File: src/rtl/core_l1d_req_queue.sv
// core_l1d_req_queue
//   Request queue between the memory stage and L1D. Load/store requests are
//   buffered in a small FIFO, and one request at a time is kept outstanding to L1D.
//   The outstanding request is the FIFO head. It is presented combinationally and
//   stays stable until l1d_ack. A read completion produces a one-cycle rsp_val
//   pulse that carries the registered l1d_rdata.
//
// Parameters: DEPTH (power of 2, >=2), AW (address width), DW (data width)
//
// Ports:
//   clk, rst            clock, synchronous active-high reset
//   in_val/in_rdy       push handshake from mem stage (in_rdy = not full)
//   in_addr/cop/wdata/size  request fields
//   l1d_req_*           head request to L1D, l1d_ack completes it
//   l1d_rdata           load data, valid with l1d_ack on reads
//   rsp_val/rsp_rdata   load response pulse to writeback
//   occupancy           entries held, including the outstanding one
//   misalign_err        misaligned-request pulse
//
// Build option: CORE_L1D_MISALIGN_CHK_EN. When it is defined, misaligned
//   half/word requests are dropped at the handshake and flagged on misalign_err.
//   When it is undefined, every request is queued and misalign_err is tied 0.
module core_l1d_req_queue #(
  parameter int unsigned DEPTH = 4,
  parameter int unsigned AW    = 32,
  parameter int unsigned DW    = 32
) (
  input  logic                     clk,
  input  logic                     rst,
  input  logic                     in_val,
  output logic                     in_rdy,
  input  logic [AW-1:0]            in_addr,
  input  logic [2:0]               in_cop,
  input  logic [DW-1:0]            in_wdata,
  input  logic [2:0]               in_size,
  output logic                     l1d_req_val,
  output logic [AW-1:0]            l1d_req_addr,
  output logic [2:0]               l1d_req_cop,
  output logic [DW-1:0]            l1d_req_wdata,
  output logic [2:0]               l1d_req_size,
  input  logic                     l1d_ack,
  input  logic [DW-1:0]            l1d_rdata,
  output logic                     rsp_val,
  output logic [DW-1:0]            rsp_rdata,
  output logic [$clog2(DEPTH):0]   occupancy,
  output logic                     misalign_err
);

  localparam int unsigned PW = $clog2(DEPTH);
  localparam int unsigned OW = PW + 1;

  typedef enum logic {S_IDLE, S_REQ} state_t;

  state_t          r_state, w_state_nxt;

  logic [AW-1:0]   r_addr  [DEPTH];
  logic [2:0]      r_cop   [DEPTH];
  logic [DW-1:0]   r_wdata [DEPTH];
  logic [2:0]      r_size  [DEPTH];

  logic [PW-1:0]   r_wptr, r_rptr;
  logic [OW-1:0]   r_occ, w_occ_nxt;
  logic            r_rsp_val;
  logic [DW-1:0]   r_rsp_rdata;

  logic            w_in_rdy, w_accept, w_push, w_pop;

  assign w_in_rdy = (r_occ != OW'(DEPTH));
  assign w_accept = in_val & w_in_rdy;

`ifdef CORE_L1D_MISALIGN_CHK_EN
  logic w_misalign;
  logic r_misalign;
  assign w_misalign = ((in_size == 3'b001) && in_addr[0]) ||
                      ((in_size == 3'b010) && (in_addr[1:0] != 2'b00));
  assign w_push     = w_accept & ~w_misalign;

  always_ff @(posedge clk) begin
    if (rst) r_misalign <= 1'b0;
    else     r_misalign <= w_accept & w_misalign;
  end
  assign misalign_err = r_misalign;
`else
  assign w_push       = w_accept;
  assign misalign_err = 1'b0;
`endif

  // A pop is possible only while a request is presented, so an ack in IDLE is ignored.
  assign w_pop = (r_state == S_REQ) & l1d_ack;

  always_comb begin
    w_occ_nxt = r_occ;
    case ({w_push, w_pop})
      2'b10:   w_occ_nxt = r_occ + OW'(1);
      2'b01:   w_occ_nxt = r_occ - OW'(1);
      default: w_occ_nxt = r_occ;
    endcase
  end

  // The next-cycle occupancy drives the FSM. A push into an empty queue is then
  // presented the next cycle, and an ack is followed back-to-back by the next head.
  always_comb begin
    w_state_nxt = r_state;
    l1d_req_val = 1'b0;
    case (r_state)
      S_IDLE: begin
        if (w_occ_nxt != '0) w_state_nxt = S_REQ;
      end
      S_REQ: begin
        l1d_req_val = 1'b1;
        if (l1d_ack && (w_occ_nxt == '0)) w_state_nxt = S_IDLE;
      end
      default: w_state_nxt = S_IDLE;
    endcase
  end

  always_ff @(posedge clk) begin
    if (rst) r_state <= S_IDLE;
    else     r_state <= w_state_nxt;
  end

  always_ff @(posedge clk) begin
    if (rst) begin
      r_wptr <= '0;
      r_rptr <= '0;
      r_occ  <= '0;
    end else begin
      if (w_push) r_wptr <= r_wptr + PW'(1);
      if (w_pop)  r_rptr <= r_rptr + PW'(1);
      r_occ <= w_occ_nxt;
    end
  end

  always_ff @(posedge clk) begin
    if (w_push) begin
      r_addr[r_wptr]  <= in_addr;
      r_cop[r_wptr]   <= in_cop;
      r_wdata[r_wptr] <= in_wdata;
      r_size[r_wptr]  <= in_size;
    end
  end

  always_ff @(posedge clk) begin
    if (rst) begin
      r_rsp_val   <= 1'b0;
      r_rsp_rdata <= '0;
    end else begin
      r_rsp_val <= w_pop & ~r_cop[r_rptr][0];
      if (w_pop & ~r_cop[r_rptr][0]) r_rsp_rdata <= l1d_rdata;
    end
  end

  assign in_rdy        = w_in_rdy;
  assign l1d_req_addr  = r_addr[r_rptr];
  assign l1d_req_cop   = r_cop[r_rptr];
  assign l1d_req_wdata = r_wdata[r_rptr];
  assign l1d_req_size  = r_size[r_rptr];
  assign rsp_val       = r_rsp_val;
  assign rsp_rdata     = r_rsp_rdata;
  assign occupancy     = r_occ;

endmodule

File: config.mk
export PLATFORM = sky130hd
export DESIGN_NAME = core_l1d_req_queue
export DESIGN_NICKNAME = d
export VERILOG_FILES = /design/src/rtl/core_l1d_req_queue.sv
export SDC_FILE = /design/constraint.sdc
export NUM_CORES = 1
export LEC_CHECK = 0
export BUFFER_PORTS_ARGS = -buffer_cell sky130_fd_sc_hd__buf_2
export CORE_MARGIN = 4
export CORE_UTILIZATION = 40
export DETAILED_ROUTE_END_ITERATION = 16
export PLACE_DENSITY_LB_ADDON = 0.25
export SLEW_MARGIN = 10
export SYNTH_ARGS = -nofsm -noshare
export SYNTH_HDL_FRONTEND = slang
export SYNTH_SLANG_ARGS = --single-unit
File: constraint.sdc
create_clock -name clk -period 2.85 [get_ports clk]
set_clock_uncertainty 0.15 [all_clocks]
set_input_delay 0.1425 -clock clk [delete_from_list [all_inputs] [get_ports clk]]
set_output_delay 0.1425 -clock clk [all_outputs]
set_load 0.01 [all_outputs]
=== After elaboration in Yosys (flattened, before gate mapping) ===
Memory sizes are Yosys's and may differ from the RTL's. A register that Yosys moved wholly into a read port is not among the register bits.
Index checks and enable logic that the tools add are counted.

* Add/subtract/negate cells: 4
* Equal/unequal tests: 3
* Multiplexer cells: 15
* Bitwise gates (word level): 5
* Reduce and logical (&&, ||, !) cells: 3

{| class="wikitable"
|+ Operator list
! cell !! number
|-
| 2-bit 2-to-1 mux || 8
|-
| 3-bit case mux with 2 select lines || 1
|-
| 1-bit 2-to-1 mux || 5
|-
| 2-bit by 1-bit adder with 2-bit output, second input constant || 2
|-
| 3-bit by 1-bit adder with 3-bit output, second input constant || 1
|-
| 1-bit bitwise AND || 3
|-
| 3-bit zero test || 1
|-
| 3-bit inequality test, second input constant || 1
|-
| 3-bit nonzero test || 1
|-
| 3-bit by 1-bit subtractor with 3-bit output, second input constant || 1
|-
| 2-bit by 1-bit equality test with 1-bit output, second input constant || 1
|-
| 2-bit equality test, second input constant || 1
|-
| 1-bit NOT || 2
|-
| 1-bit case mux with 2 select lines || 1
|-
| 1-bit logical AND || 1
|}

* Register bits after elaboration: 41
* Memory bits (writable): 280
* Bits of input ports: 106
* Output and inout port bits: 109
* Logic and storage cells: 40
* Memories: 4

{| class="wikitable"
|+ Memories
! memory !! words !! width !! read ports !! clocked after memory_dff !! write ports !! RTL line !! RTL
|-
| r_addr || 4 || 32 || 1 || 1 || 1 || 56 || <nowiki>logic [AW-1:0] r_addr [DEPTH];</nowiki>
|-
| r_wdata || 4 || 32 || 1 || 1 || 1 || 58 || <nowiki>logic [DW-1:0] r_wdata [DEPTH];</nowiki>
|-
| r_cop || 4 || 3 || 1 || 1 || 1 || 57 || <nowiki>logic [2:0] r_cop [DEPTH];</nowiki>
|-
| r_size || 4 || 3 || 1 || 1 || 1 || 59 || <nowiki>logic [2:0] r_size [DEPTH];</nowiki>
|}

=== Longest topological paths before layout ===
Gate-level depths: netlist of the first run.

* Word-level depth: 8
* Gate-level depth with buffers: 9
* Depth with buffers taken out: 9

=== Least setup slack after synthesis of the first run ===
Ideal clock, no wire load.

* Kind: register to register
* From: reg r_occ[0], in the netlist occupancy[0]
* To: mem r_addr[0][0], enable pin
* Setup time: 0.436 ns
* Arrival time: 2.400 ns
* Data required time: 2.264 ns
* Slack: -0.136 ns
* Cell stages (with the launch flop): 3
* Buffers on the path: 0
* Clock period less this slack: 2.986 ns
* Cells stage by stage: dfxtp_1 > or3b_1 > and3_1

* Word-level cells in the longest chain between the ends: 4

{| class="wikitable"
|+ Ends and longest elaborated chain
! element !! RTL line !! RTL
|-
| start, declared || 62 || <nowiki>logic [OW-1:0] r_occ, w_occ_nxt;</nowiki>
|-
| start signal, assigned || 130 || <nowiki>r_occ <= w_occ_nxt;</nowiki>
|-
| 3-bit inequality test || 68 || <nowiki>assign w_in_rdy = (r_occ != OW'(DEPTH));</nowiki>
|-
| net in_rdy || 31 || <nowiki>output logic in_rdy,</nowiki>
|-
| 1-bit bitwise AND || 69 || <nowiki>assign w_accept = in_val & w_in_rdy;</nowiki>
|-
| 1-bit 2-to-1 mux || 135 || <nowiki>if (w_push) begin</nowiki>
|-
| 1-bit 2-to-1 mux (not written as such) || 136 || <nowiki>r_addr[r_wptr] <= in_addr;</nowiki>
|-
| end, declared || 56 ||
|}

The timed path passes the listed nets, and every way through them passes these cells.

=== Final worst setup path of the first run ===
* From: reg r_occ[0], in the netlist occupancy[0]
* To: reg r_state

* Word-level cells in the longest chain between the ends: 8
* Elaborated cells between the ends (all ways): 13
* Those cells by class: 2 x add/sub; 3 x eq/ne; 4 x mux; 1 x bitwise; 3 x reduce/logical

{| class="wikitable"
|+ Ends and longest elaborated chain
! element !! RTL line !! RTL
|-
| 3-bit inequality test || 68 ||
|-
| 1-bit bitwise AND || 69 ||
|-
| 2-bit by 1-bit equality test with 1-bit output / 2-bit equality test (equally long branches) || 93 || <nowiki>case ({w_push, w_pop})</nowiki>
|-
| 3-bit case mux with 2 select lines * || 93 ||
|-
| 3-bit zero test || 111 || <nowiki>if (l1d_ack && (w_occ_nxt == '0)) w_state_nxt = S_IDLE;</nowiki>
|-
| 1-bit logical AND || 111 ||
|-
| 1-bit 2-to-1 mux || 111 ||
|-
| 1-bit case mux with 2 select lines * || 105 || <nowiki>case (r_state)</nowiki>
|-
| end signal, assigned || 119 || <nowiki>else r_state <= w_state_nxt;</nowiki>
|-
| end, declared || 54 || <nowiki>state_t r_state, w_state_nxt;</nowiki>
|}

Mark *: on every way between the ends. The rest lies on a longest branch, timed or not.
A chain may end at the register's enable or synchronous reset.

==> impl_metrics.csv, run 1 <==
group,metric,value,unit
sta,final-setup-viol-count,0,
detailed_routing,drt_iter0_drc,332,
setup_path,critical_path.slowest_cell,"sky130_fd_sc_hd__or4_1",
yosys,post_synth_instance_area,11700,sq um
outcome,status,"finished clean",
setup_path,critical_path_depth,8,
cells_and_area,fillerInstances,2280,
floorplanning,die_area,32100,sq um
global_routing,antenna_found_initial,0,
setup_path,critical_path.cell_chain,"or3b_1, and2_1, inv_1, ha_2, fa_1, mux2i_1, nor2_1, or4_1",
floorplanning,floorplan.io_pins,215,
detailed_routing,drt.antenna.violating_nets,0,
setup_path,cpPeakStageDelay,540,ps
sta,hold_viol,0,
global_routing,grt_remaining_overflow,0,
floorplanning,initial_utilization,0.407,
setup_path,worstPathMaxFanout,4,
place,post_detail_place_hpwl,14200,um
clock_tree,clkLatencyLatePin,530,ps
global_routing,grt_pass1_vias,6993,
setup_path,worst_setup_path_end_kind,"register",
global_routing,maximum_number_of_pins_on_one_net_before_global_route_repair,71,
detailed_routing,viasPerCell,4.90,
place,placement_setup_slack,123,ps
yosys,synth_enable_flop_cells,280,
yosys,postSynth.asyncResetShare,0,
sta,timing_worst_slew_pin_value,808,ps
detailed_routing,route.detailed.drc,0,
setup_path,rr_worst_depth,8,
sta,setup_total_negative_slack,0,ps
clock_tree,clk_pin_slew,60,ps
global_routing,overall_routing_resource_usage,0.149,
sta,ratio_of_final_minimum_period_to_clock_period,0.947,
sta,fin_worst_hold_slack,208,ps
yosys,synth-seq-area-share,0.791,
clock_tree,cts_num_sinks,323,
floorplanning,die_w,179,um
floorplanning,core,28800,sq um
yosys,synth_top_cell_by_area,"sky130_fd_sc_hd__edfxtp_1",
yosys,synthMuxAreaShare,0.137,
sta,grt_setup_unrepaired,"false",
floorplanning,row_count,62,
clock_tree,h-tree-depth,1,
place,weighted_congestion_at_the_end_of_routability_driven_global_placement,0.808,
place,postPlaceCellArea,13300,sq um
cells_and_area,design.final.nets,1021,
floorplanning,die_height,179,um
place,port_bufs,213,
detailed_routing,totalWireLength,24200,um
yosys,synth_top_family_by_area,"multiplexers",
setup_path,critPathKind,"reg2reg",
yosys,yosys_most_used_dff,"sky130_fd_sc_hd__edfxtp_1",
yosys,yosysWarningCount,0,
clock_tree,root_driver,"sky130_fd_sc_hd__clkbuf_16",
sta,fmax,370,MHz
cells_and_area,final_cell_area,15400,sq um
sta,relSlewSlack,0.461,
setup_path,critical_path.n_buffers_inverters,1,
clock_tree,cts_buffers,31,
setup_path,critPathRequiredTime,3110,ps
sta,drv_slew,0,
sta,timing.final.crit_period,2700,ps
yosys,synth_cell_types,30,
clock_tree,cts_max_path_buffers,3,
pwr,leakage,5.45,nW
clock_tree,post_cts.repair.setup_buffers,0,
yosys,synth_compound_gate_area_share,0.0174,
flow_run,maxCapViolCount,0,
yosys,post_synth_inst_count,561,
cells_and_area,drive_above_1_share,0.369,
sta,worst_setup_slack_final,151,ps
setup_path,worstSetupStartpointType,"register",
detailed_routing,dr.pass1.iters,4,
yosys,synth-xor-area-share,0.00373,
detailed_routing,detailroute.via_count,6447,
yosys,yosys_top_cell_area_share,0.717,
pwr,vdd_ir_drop_max,413,uV
yosys,post_synth.cell_area_avg,20.9,sq um
hold_path,timing.hold.worst_path_depth,2,
setup_path,cp.arrival,2960,ps
yosys,syn-num-nets,673,
yosys,synthSimpleGateAreaFrac,0.0305,
yosys,post_synth_fa_ha_maj_area_fraction,0.00704,
setup_path,crit_family,"simple AND/OR/NAND/NOR gates",
clock_tree,cts_tree,"yes",
yosys,post_synth_main_area_contributors,"sky130_fd_sc_hd__edfxtp_1 (72%), sky130_fd_sc_hd__mux4_2 (13%), sky130_fd_sc_hd__dfxtp_1 (7.3%)",
cells_and_area,antenna-diode-count,0,
detailed_routing,detailed_route_wire_length_per_cell,18.4,um
hold_path,min-delay-path-class,"in2reg",
yosys,synth-seq-cells,323,
cells_and_area,syn_to_final_growth,31.4,%
pwr,p_per_area,773,nW/um^2
global_routing,global_route_wire_length_before_repair,37300,um
flip-flops by register name, summed over array words and instances, names as in the netlist, named ones only:
register and flops:
r_rptr 2, r_addr 128, r_wptr 2, rsp_val 1, r_wdata 128, occupancy 3, r_state 1, r_size 12
r_cop 12, rsp_rdata 32
per-layer routing:
| metal | routed length [um] | share of wire | vias to the layer above | track usage |
|---|---|---|---|---|
| met4 | 517 | 0.021 | 0 | 0.0384 |
| met3 | 1740 | 0.072 | 45 | 0.0358 |
| met2 | 12200 | 0.50 | 233 | 0.262 |
| li1 | - | - | 2929 | - |
| met1 | 9770 | 0.40 | 3240 | 0.185 |
| met5 | 0 | 0 | - | 0 |
worst reg2reg max path, cell delays in order (launching register included):
cell	delay, ps
sky130_fd_sc_hd__dfxtp_2	350
sky130_fd_sc_hd__or3b_1	390
sky130_fd_sc_hd__and2_1	200
sky130_fd_sc_hd__inv_1	90
sky130_fd_sc_hd__ha_2	220
sky130_fd_sc_hd__fa_1	420
sky130_fd_sc_hd__mux2i_1	150
sky130_fd_sc_hd__nor2_1	60
sky130_fd_sc_hd__or4_1	540
final cells by class:
| cell class | count | area [sq um] | area share |
|---|---|---|---|
| tap | 384 | 480 | 0.0312 |
| sequential | 323 | 9280 | 0.602 |
| multi-input combinational | 209 | 2330 | 0.151 |
| timing repair buffer | 341 | 2410 | 0.156 |
| clock buffer | 46 | 852 | 0.0553 |
| inverter | 3 | 11.3 | 0.000731 |
| clock inverter | 10 | 43.8 | 0.00284 |
cell usage after synthesis, types with 2 or more instances:
| cell type | instances |
|---|---|
| sky130_fd_sc_hd__edfxtp_1 | 280 |
| sky130_fd_sc_hd__mux4_2 | 69 |
| sky130_fd_sc_hd__nand2_1 | 67 |
| sky130_fd_sc_hd__dfxtp_1 | 43 |
| sky130_fd_sc_hd__a21oi_1 | 34 |
| sky130_fd_sc_hd__buf_2 | 13 |
| sky130_fd_sc_hd__clkbuf_1 | 9 |
| sky130_fd_sc_hd__nor2_1 | 7 |
| sky130_fd_sc_hd__ha_1 | 5 |
| sky130_fd_sc_hd__and3_1 | 4 |
| sky130_fd_sc_hd__buf_6 | 4 |
| sky130_fd_sc_hd__inv_1 | 3 |
| sky130_fd_sc_hd__xnor2_1 | 3 |
| sky130_fd_sc_hd__and2_1 | 2 |
| sky130_fd_sc_hd__mux2_2 | 2 |
| sky130_fd_sc_hd__xor2_1 | 2 |
what timing repair did:
action	CTS	global route
gates resized for setup	0	2
hold buffers	117	0
hold endpoints to repair	320	0
setup endpoints to repair	0	7
cell usage in the layout (no fill, tap or decap), types with 2 or more instances in the layout:
cell and count:
sky130_fd_sc_hd__clkbuf_8 2, sky130_fd_sc_hd__mux2_2 2, sky130_fd_sc_hd__nand2_1 67, sky130_fd_sc_hd__clkinv_1 5
sky130_fd_sc_hd__edfxtp_1 280, sky130_fd_sc_hd__buf_2 213, sky130_fd_sc_hd__and3_4 4, sky130_fd_sc_hd__xnor2_1 3
sky130_fd_sc_hd__ha_1 4, sky130_fd_sc_hd__inv_1 3, sky130_fd_sc_hd__a21oi_1 34, sky130_fd_sc_hd__mux4_2 69
sky130_fd_sc_hd__xor2_1 2, sky130_fd_sc_hd__clkbuf_1 13, sky130_fd_sc_hd__dlygate4sd3_1 117, sky130_fd_sc_hd__buf_4 4
sky130_fd_sc_hd__dfxtp_4 2, sky130_fd_sc_hd__buf_12 7, sky130_fd_sc_hd__and2_1 2, sky130_fd_sc_hd__clkinv_2 5
sky130_fd_sc_hd__nor2_1 7, sky130_fd_sc_hd__clkbuf_16 31, sky130_fd_sc_hd__dfxtp_1 40
final timing paths:
path	startpoint	to	slack (ps)
max	occupancy[0]$_SDFF_PP0_	r_state$_SDFF_PP0_	150
min	in_cop[2]	r_cop[1][2]$_DFFE_PP_	210
max reg2reg	occupancy[0]$_SDFF_PP0_	r_state$_SDFF_PP0_	150
min reg2reg	rsp_rdata[8]$_SDFFE_PP0P_	rsp_rdata[8]$_SDFFE_PP0P_	310
where the power goes:
part	switching, mW	leakage, nW	internal (mW)
Sequential	0.200	2.92	5.66
Combinational	1.24	2.08	1.19
Clock	1.56	0.439	2.05
metrics by stage:
stage               std cells  utilization  power [mW]
floorplan                 561            -        7.34
global placement         1142        0.463        8.21
detailed placement       1142        0.463        8.29
CTS                      1315        0.535        12.0
global route             1316        0.535        12.5
finish                   1316        0.535        11.9
cell families (layout without fill, tap and decap cells):
family                     Yosys count  after routing
AOI/OAI and AO/OA                   37             38
xor gates and xnor gates             5              5
adders and majority gates            6              6
buffers and inverters               30            400
DFF                                323            323
muxes                               73             73
other                                1              1
and+or+nand+nor                     86             86
Note: power is estimated with default switching activity, not from simulation.
==> run 2: changes to the inputs <==
--- a/config.mk
+++ b/config.mk
@@ -7,3 +7,2 @@
 export LEC_CHECK = 0
-export BUFFER_PORTS_ARGS = -buffer_cell sky130_fd_sc_hd__buf_2
 export CORE_MARGIN = 4
@@ -11,2 +10,3 @@
 export DETAILED_ROUTE_END_ITERATION = 16
+export DONT_BUFFER_PORTS = 1
 export PLACE_DENSITY_LB_ADDON = 0.25
--- a/constraint.sdc
+++ b/constraint.sdc
@@ -4,2 +4,2 @@
 set_output_delay 0.1425 -clock clk [all_outputs]
-set_load 0.01 [all_outputs]
+set_load 0.02 [all_outputs]
==> run 2 against run 1 <==
Against the previous run: non-clock buffer count shrank 208; via count shrank 12%; flip-flop and latch count is the same; design area shrank 5.8%; setup slack gained 59 ps; sequential share of layout area grew 3.7 points; clock power grew 17%; critical path depth shrank 3; fmax grew 2.2%; hold slack lost 78 ps.
==> impl_metrics.csv, run 2 (synthesis gave the netlist of run 1 again) <==
group,metric,value,unit
setup_path,worstPathMaxFanout,25,
floorplanning,die_height,179,um
detailed_routing,drt_iter0_drc,317,
clock_tree,cts_max_path_buffers,3,
clock_tree,cts_tree,"yes",
sta,fmax,379,MHz
sta,timing_worst_slew_pin_value,734,ps
sta,ratio_of_final_minimum_period_to_clock_period,0.926,
floorplanning,die_w,179,um
floorplanning,initial_utilization,0.407,
detailed_routing,drt.antenna.violating_nets,0,
sta,relSlewSlack,0.510,
outcome,status,"finished clean",
place,port_bufs,0,
cells_and_area,syn_to_final_growth,23.7,%
pwr,total_power,12.5,mW
cells_and_area,design.final.nets,816,
cells_and_area,seqCellArea,9280,sq um
detailed_routing,totalWireLength,24000,um
clock_tree,cts_buffers,34,
sta,grt_setup_unrepaired,"false",
setup_path,critPathKind,"reg2reg",
global_routing,antenna_found_initial,1,
cells_and_area,final_common_cell,"sky130_fd_sc_hd__edfxtp_1",
global_routing,grt_pass1_vias,6336,
detailed_routing,dr.pass1.iters,4,
sta,fin_worst_hold_slack,130,ps
floorplanning,row_count,62,
sta,final-setup-viol-count,0,
floorplanning,core,28800,sq um
sta,drv_slew,0,
clock_tree,clkLatencyLatePin,490,ps
pwr,leakage,4.66,nW
detailed_routing,viasPerCell,5.10,
pwr,p_per_area,859,nW/um^2
setup_path,critPathRequiredTime,3140,ps
detailed_routing,detailed_route_wire_length_per_cell,21.6,um
clock_tree,clk_pin_slew,60,ps
global_routing,global_route_wire_length_before_repair,36500,um
sta,hold_viol,0,
place,post_detail_place_hpwl,14500,um
flow_run,maxCapViolCount,0,
cells_and_area,fillerInstances,2284,
cells_and_area,drive_above_1_share,0.204,
floorplanning,die_area,32100,sq um
detailed_routing,detailroute.via_count,5668,
setup_path,worstSetupStartpointType,"register",
pwr,vdd_ir_drop_max,557,uV
sta,setup_total_negative_slack,0,ps
place,weighted_congestion_at_the_end_of_routability_driven_global_placement,0.796,
cells_and_area,area_taken_by_multi_input_logic_gates,2330,sq um
sta,timing.final.crit_period,2640,ps
hold_path,min-delay-path-class,"in2reg",
floorplanning,floorplan.io_pins,215,
clock_tree,post_cts.repair.setup_buffers,0,
global_routing,grt_remaining_overflow,0,
clock_tree,cts_num_sinks,323,
setup_path,worst_setup_path_end_kind,"register",
clock_tree,root_driver,"sky130_fd_sc_hd__clkbuf_16",
clock_tree,h-tree-depth,2,
detailed_routing,route.detailed.drc,0,
cells_and_area,layout.cells.most_common_list,"sky130_fd_sc_hd__edfxtp_1 (280), sky130_fd_sc_hd__dlygate4sd3_1 (115), sky130_fd_sc_hd__mux4_2 (69)",
global_routing,maximum_number_of_pins_on_one_net_before_global_route_repair,48,
setup_path,cp.arrival,2930,ps
global_routing,overall_routing_resource_usage,0.149,
[run 2: path summary, 6_finish.rpt]
path / start / end / slack [ps] / cells after the start
worst max-delay path: register / rsp_rdata[9]$_SDFFE_PP0P_ / 210 / 5
worst min-delay path: l1d_ack / rsp_rdata[18]$_SDFFE_PP0P_ / 130 / 4
worst max register to register: register / rsp_rdata[9]$_SDFFE_PP0P_ / 210 / 5
worst min register to register: r_wptr[1]$_SDFFE_PP0P_ / r_wptr[1]$_SDFFE_PP0P_ / 370 / 2
[run 2: worst max-delay path, stage by stage (launching register included)]
cell	delay, ps
sky130_fd_sc_hd__dfxtp_4	570
sky130_fd_sc_hd__mux2_2	460
sky130_fd_sc_hd__o22ai_4	420
sky130_fd_sc_hd__nand2_1	160
sky130_fd_sc_hd__a21oi_1	220
sky130_fd_sc_hd__dlygate4sd3_1	590
[run 2: area by class of cell]
type | instances | area share
diodes | 1 | 0.000173
clock buffers | 43 | 0.0646
well taps | 384 | 0.0331
clock inverters | 16 | 0.0107
multi-input cells | 209 | 0.160
inverters | 3 | 0.000777
repair buffers | 133 | 0.0904
flip-flops and latches | 323 | 0.640
[run 2: metal layers]
layer,track usage,routed length (um),vias to the layer above
li1,-,-,2531
met1,0.180,9110,2877
met2,0.255,12300,221
met3,0.0515,2140,39
met4,0.0409,452,0
met5,0,0,-
[run 2: where the power goes]
group          switching [mW]  internal, mW  leakage, nW
logic                    1.45         0.883         1.21
registers               0.246          5.66         2.92
clock network            1.70          2.52        0.535
[run 2: through the flow]
| stage | instance area, sq um | instances | util | setup slack (ps) |
|---|---|---|---|---|
| after floorplan | 11700 | 561 | - | 47.7 |
| after global placement | 12200 | 935 | 0.425 | 305 |
| after detailed placement | 12200 | 935 | 0.425 | 229 |
| after CTS | 14500 | 1110 | 0.503 | 87.4 |
| after global routing | 14500 | 1112 | 0.504 | 33.2 |
| final | 14500 | 1112 | 0.504 | 210 |
[run 2: repair_timing]
action / CTS / global route
hold buffers: 116 / 0
gates resized for setup: 0 / 1
endpoints found under the setup margin: 0 / 9
hold endpoints to repair: 386 / 0
==> run 3: changes to the inputs <==
Settings changed: GPL_TIMING_DRIVEN set to 0.
==> run 3 against run 2 <==
Against the previous run: sequential power about the same; combinational power about the same; critical path depth up 3; die area unchanged; register-to-register slack worse by 90 ps; clock power up 2%; highest routed layer unchanged.
==> impl_metrics.csv, run 3 (synthesis gave the netlist of run 1 again) <==
group,metric,value,unit
outcome,status,"finished clean",
detailed_routing,drt_iter0_drc,288,
place,post_detail_place_hpwl,15200,um
floorplanning,core,28800,sq um
global_routing,overall_routing_resource_usage,0.148,
setup_path,ff2ff_setup_slack,120,ps
sta,fin_worst_hold_slack,199,ps
clock_tree,cts_max_path_buffers,3,
setup_path,critical_path.slowest_cell,"sky130_fd_sc_hd__or4_1",
pwr,vdd_ir_drop_max,433,uV
clock_tree,cts_num_sinks,323,
sta,ratio_of_final_minimum_period_to_clock_period,0.957,
detailed_routing,viasPerCell,5.16,
global_routing,maximum_number_of_pins_on_one_net_before_global_route_repair,47,
cells_and_area,layout.cells.most_common_list,"sky130_fd_sc_hd__edfxtp_1 (280), sky130_fd_sc_hd__dlygate4sd3_1 (105), sky130_fd_sc_hd__mux4_2 (69)",
cells_and_area,final_common_cell,"sky130_fd_sc_hd__edfxtp_1",
hold_path,min-delay-path-class,"in2reg",
flow_run,maxCapViolCount,0,
setup_path,cp.arrival,2930,ps
floorplanning,die_height,179,um
detailed_routing,route.detailed.drc,0,
floorplanning,die_area,32100,sq um
sta,hold_viol,0,
detailed_routing,totalWireLength,24000,um
floorplanning,die_w,179,um
setup_path,worstPathMaxFanout,6,
detailed_routing,drt.antenna.violating_nets,0,
sta,drv_slew,0,
clock_tree,root_driver,"sky130_fd_sc_hd__clkbuf_16",
detailed_routing,detailed_route_wire_length_per_cell,21.5,um
setup_path,crit_family,"simple AND/OR/NAND/NOR gates",
setup_path,worst_setup_path_end_kind,"register",
place,weighted_congestion_at_the_end_of_routability_driven_global_placement,0.899,
cells_and_area,drive_above_1_share,0.209,
sta,timing_worst_slew_pin_value,692,ps
setup_path,cpPeakStageDelay,520,ps
setup_path,critical_path.cell_chain,"or3b_4, and2_4, inv_1, ha_2, fa_1, mux2i_1, nor2_1, or4_1",
setup_path,critPathRequiredTime,3060,ps
sta,setup_total_negative_slack,0,ps
cells_and_area,seqCellArea,9280,sq um
cells_and_area,post-route-util,0.504,
detailed_routing,detailroute.via_count,5759,
global_routing,grt_remaining_overflow,0,
setup_path,critPathKind,"reg2reg",
detailed_routing,dr.pass1.iters,4,
pwr,leakage,4.65,nW
global_routing,global_route_wire_length_before_repair,36400,um
sta,fmax,367,MHz
floorplanning,initial_utilization,0.407,
clock_tree,h-tree-depth,2,
sta,final-setup-viol-count,0,
clock_tree,clkLatencyLatePin,480,ps
global_routing,grt_pass1_vias,6458,
clock_tree,cts_buffers,34,
clock_tree,clk_pin_slew,60,ps
place,port_bufs,0,
sta,relSlewSlack,0.539,
setup_path,worstSetupStartpointType,"register",
floorplanning,row_count,62,
sta,timing.final.crit_period,2730,ps
cells_and_area,fillerInstances,2261,
floorplanning,floorplan.io_pins,215,
clock_tree,cts_tree,"yes",
setup_path,critical_path.n_buffers_inverters,1,
sta,grt_setup_unrepaired,"false",
cells_and_area,area_taken_by_multi_input_logic_gates,2320,sq um
cells_and_area,design.final.nets,819,
pwr,p_per_area,864,nW/um^2
global_routing,antenna_found_initial,1,
cells_and_area,syn_to_final_growth,23.8,%
## run 3: cell count changes in the layout (fill, tap and decap cells not counted), sizes merged, moves of 2 or more
cell         before  now
bufinv            2    4
clkbuf           43   53
dlygate4sd3     115  105
buf              18   23
clkinv           12   10
## run 3: per-layer routing
layer / up-vias / share of wire / track usage
met5: - / 0 / 0
met1: 2922 / 0.38 / 0.174
li1: 2539 / - / -
met3: 54 / 0.084 / 0.0464
met2: 244 / 0.51 / 0.259
met4: 0 / 0.030 / 0.0527
## run 3: area by class of cell
| type | count | area share |
|---|---|---|
| Buffer | 27 | 0.0104 |
| Tap cell | 384 | 0.0331 |
| Sequential cell | 323 | 0.640 |
| Inverter | 3 | 0.000776 |
| Clock buffer | 44 | 0.0627 |
| Antenna cell | 1 | 0.000172 |
| Clock inverter | 16 | 0.0128 |
| Multi-Input combinational cell | 208 | 0.160 |
| Timing Repair Buffer | 110 | 0.0805 |
## run 3: through the flow
| step | setup slack (ps) | area (sq um) | power, mW | instances |
|---|---|---|---|---|
| 3_3_place_gp | -284 | 12200 | 8.12 | 945 |
| 6_report | 124 | 14500 | 12.5 | 1116 |
| 3_5_place_dp | -296 | 12300 | 8.22 | 949 |
| 2_1_floorplan | 47.7 | 11700 | 7.68 | 561 |
| 5_1_grt | 17.6 | 14500 | 13.1 | 1115 |
| 4_1_cts | 16.6 | 14500 | 12.7 | 1114 |
## run 3: worst reg2reg max path: cells and delay by family (launching register included)
family	cells	cell delay [ps]
flops	1	390
fa+ha+maj	2	600
mux	1	130
buf+inv	1	80
simple gates	4	1230
## run 3: final timing paths
| check | start | end | cells after the start |
|---|---|---|---|
| worst max register to register | occupancy[2]$_SDFF_PP0_ | r_state$_SDFF_PP0_ | 8 |
| worst max-delay path | occupancy[2]$_SDFF_PP0_ | r_state$_SDFF_PP0_ | 8 |
| worst min-delay path | l1d_rdata[24] | rsp_rdata[24]$_SDFFE_PP0P_ | 3 |
| worst min register to register | r_wptr[1]$_SDFFE_PP0P_ | r_wptr[1]$_SDFFE_PP0P_ | 2 |
## run 3: timing repair
item                                    CTS  global route
endpoints found under the hold margin   345             0
setup buffers                             0             1
resized for setup                         7             3
pin swaps                                 0             2
endpoints found under the setup margin    1             1
hold buffers                            105             0
## run 3: power by group
| group | internal [mW] | switching (mW) |
|---|---|---|
| Combinational | 0.886 | 1.43 |
| Clock | 2.62 | 1.66 |
| Sequential | 5.67 | 0.266 |
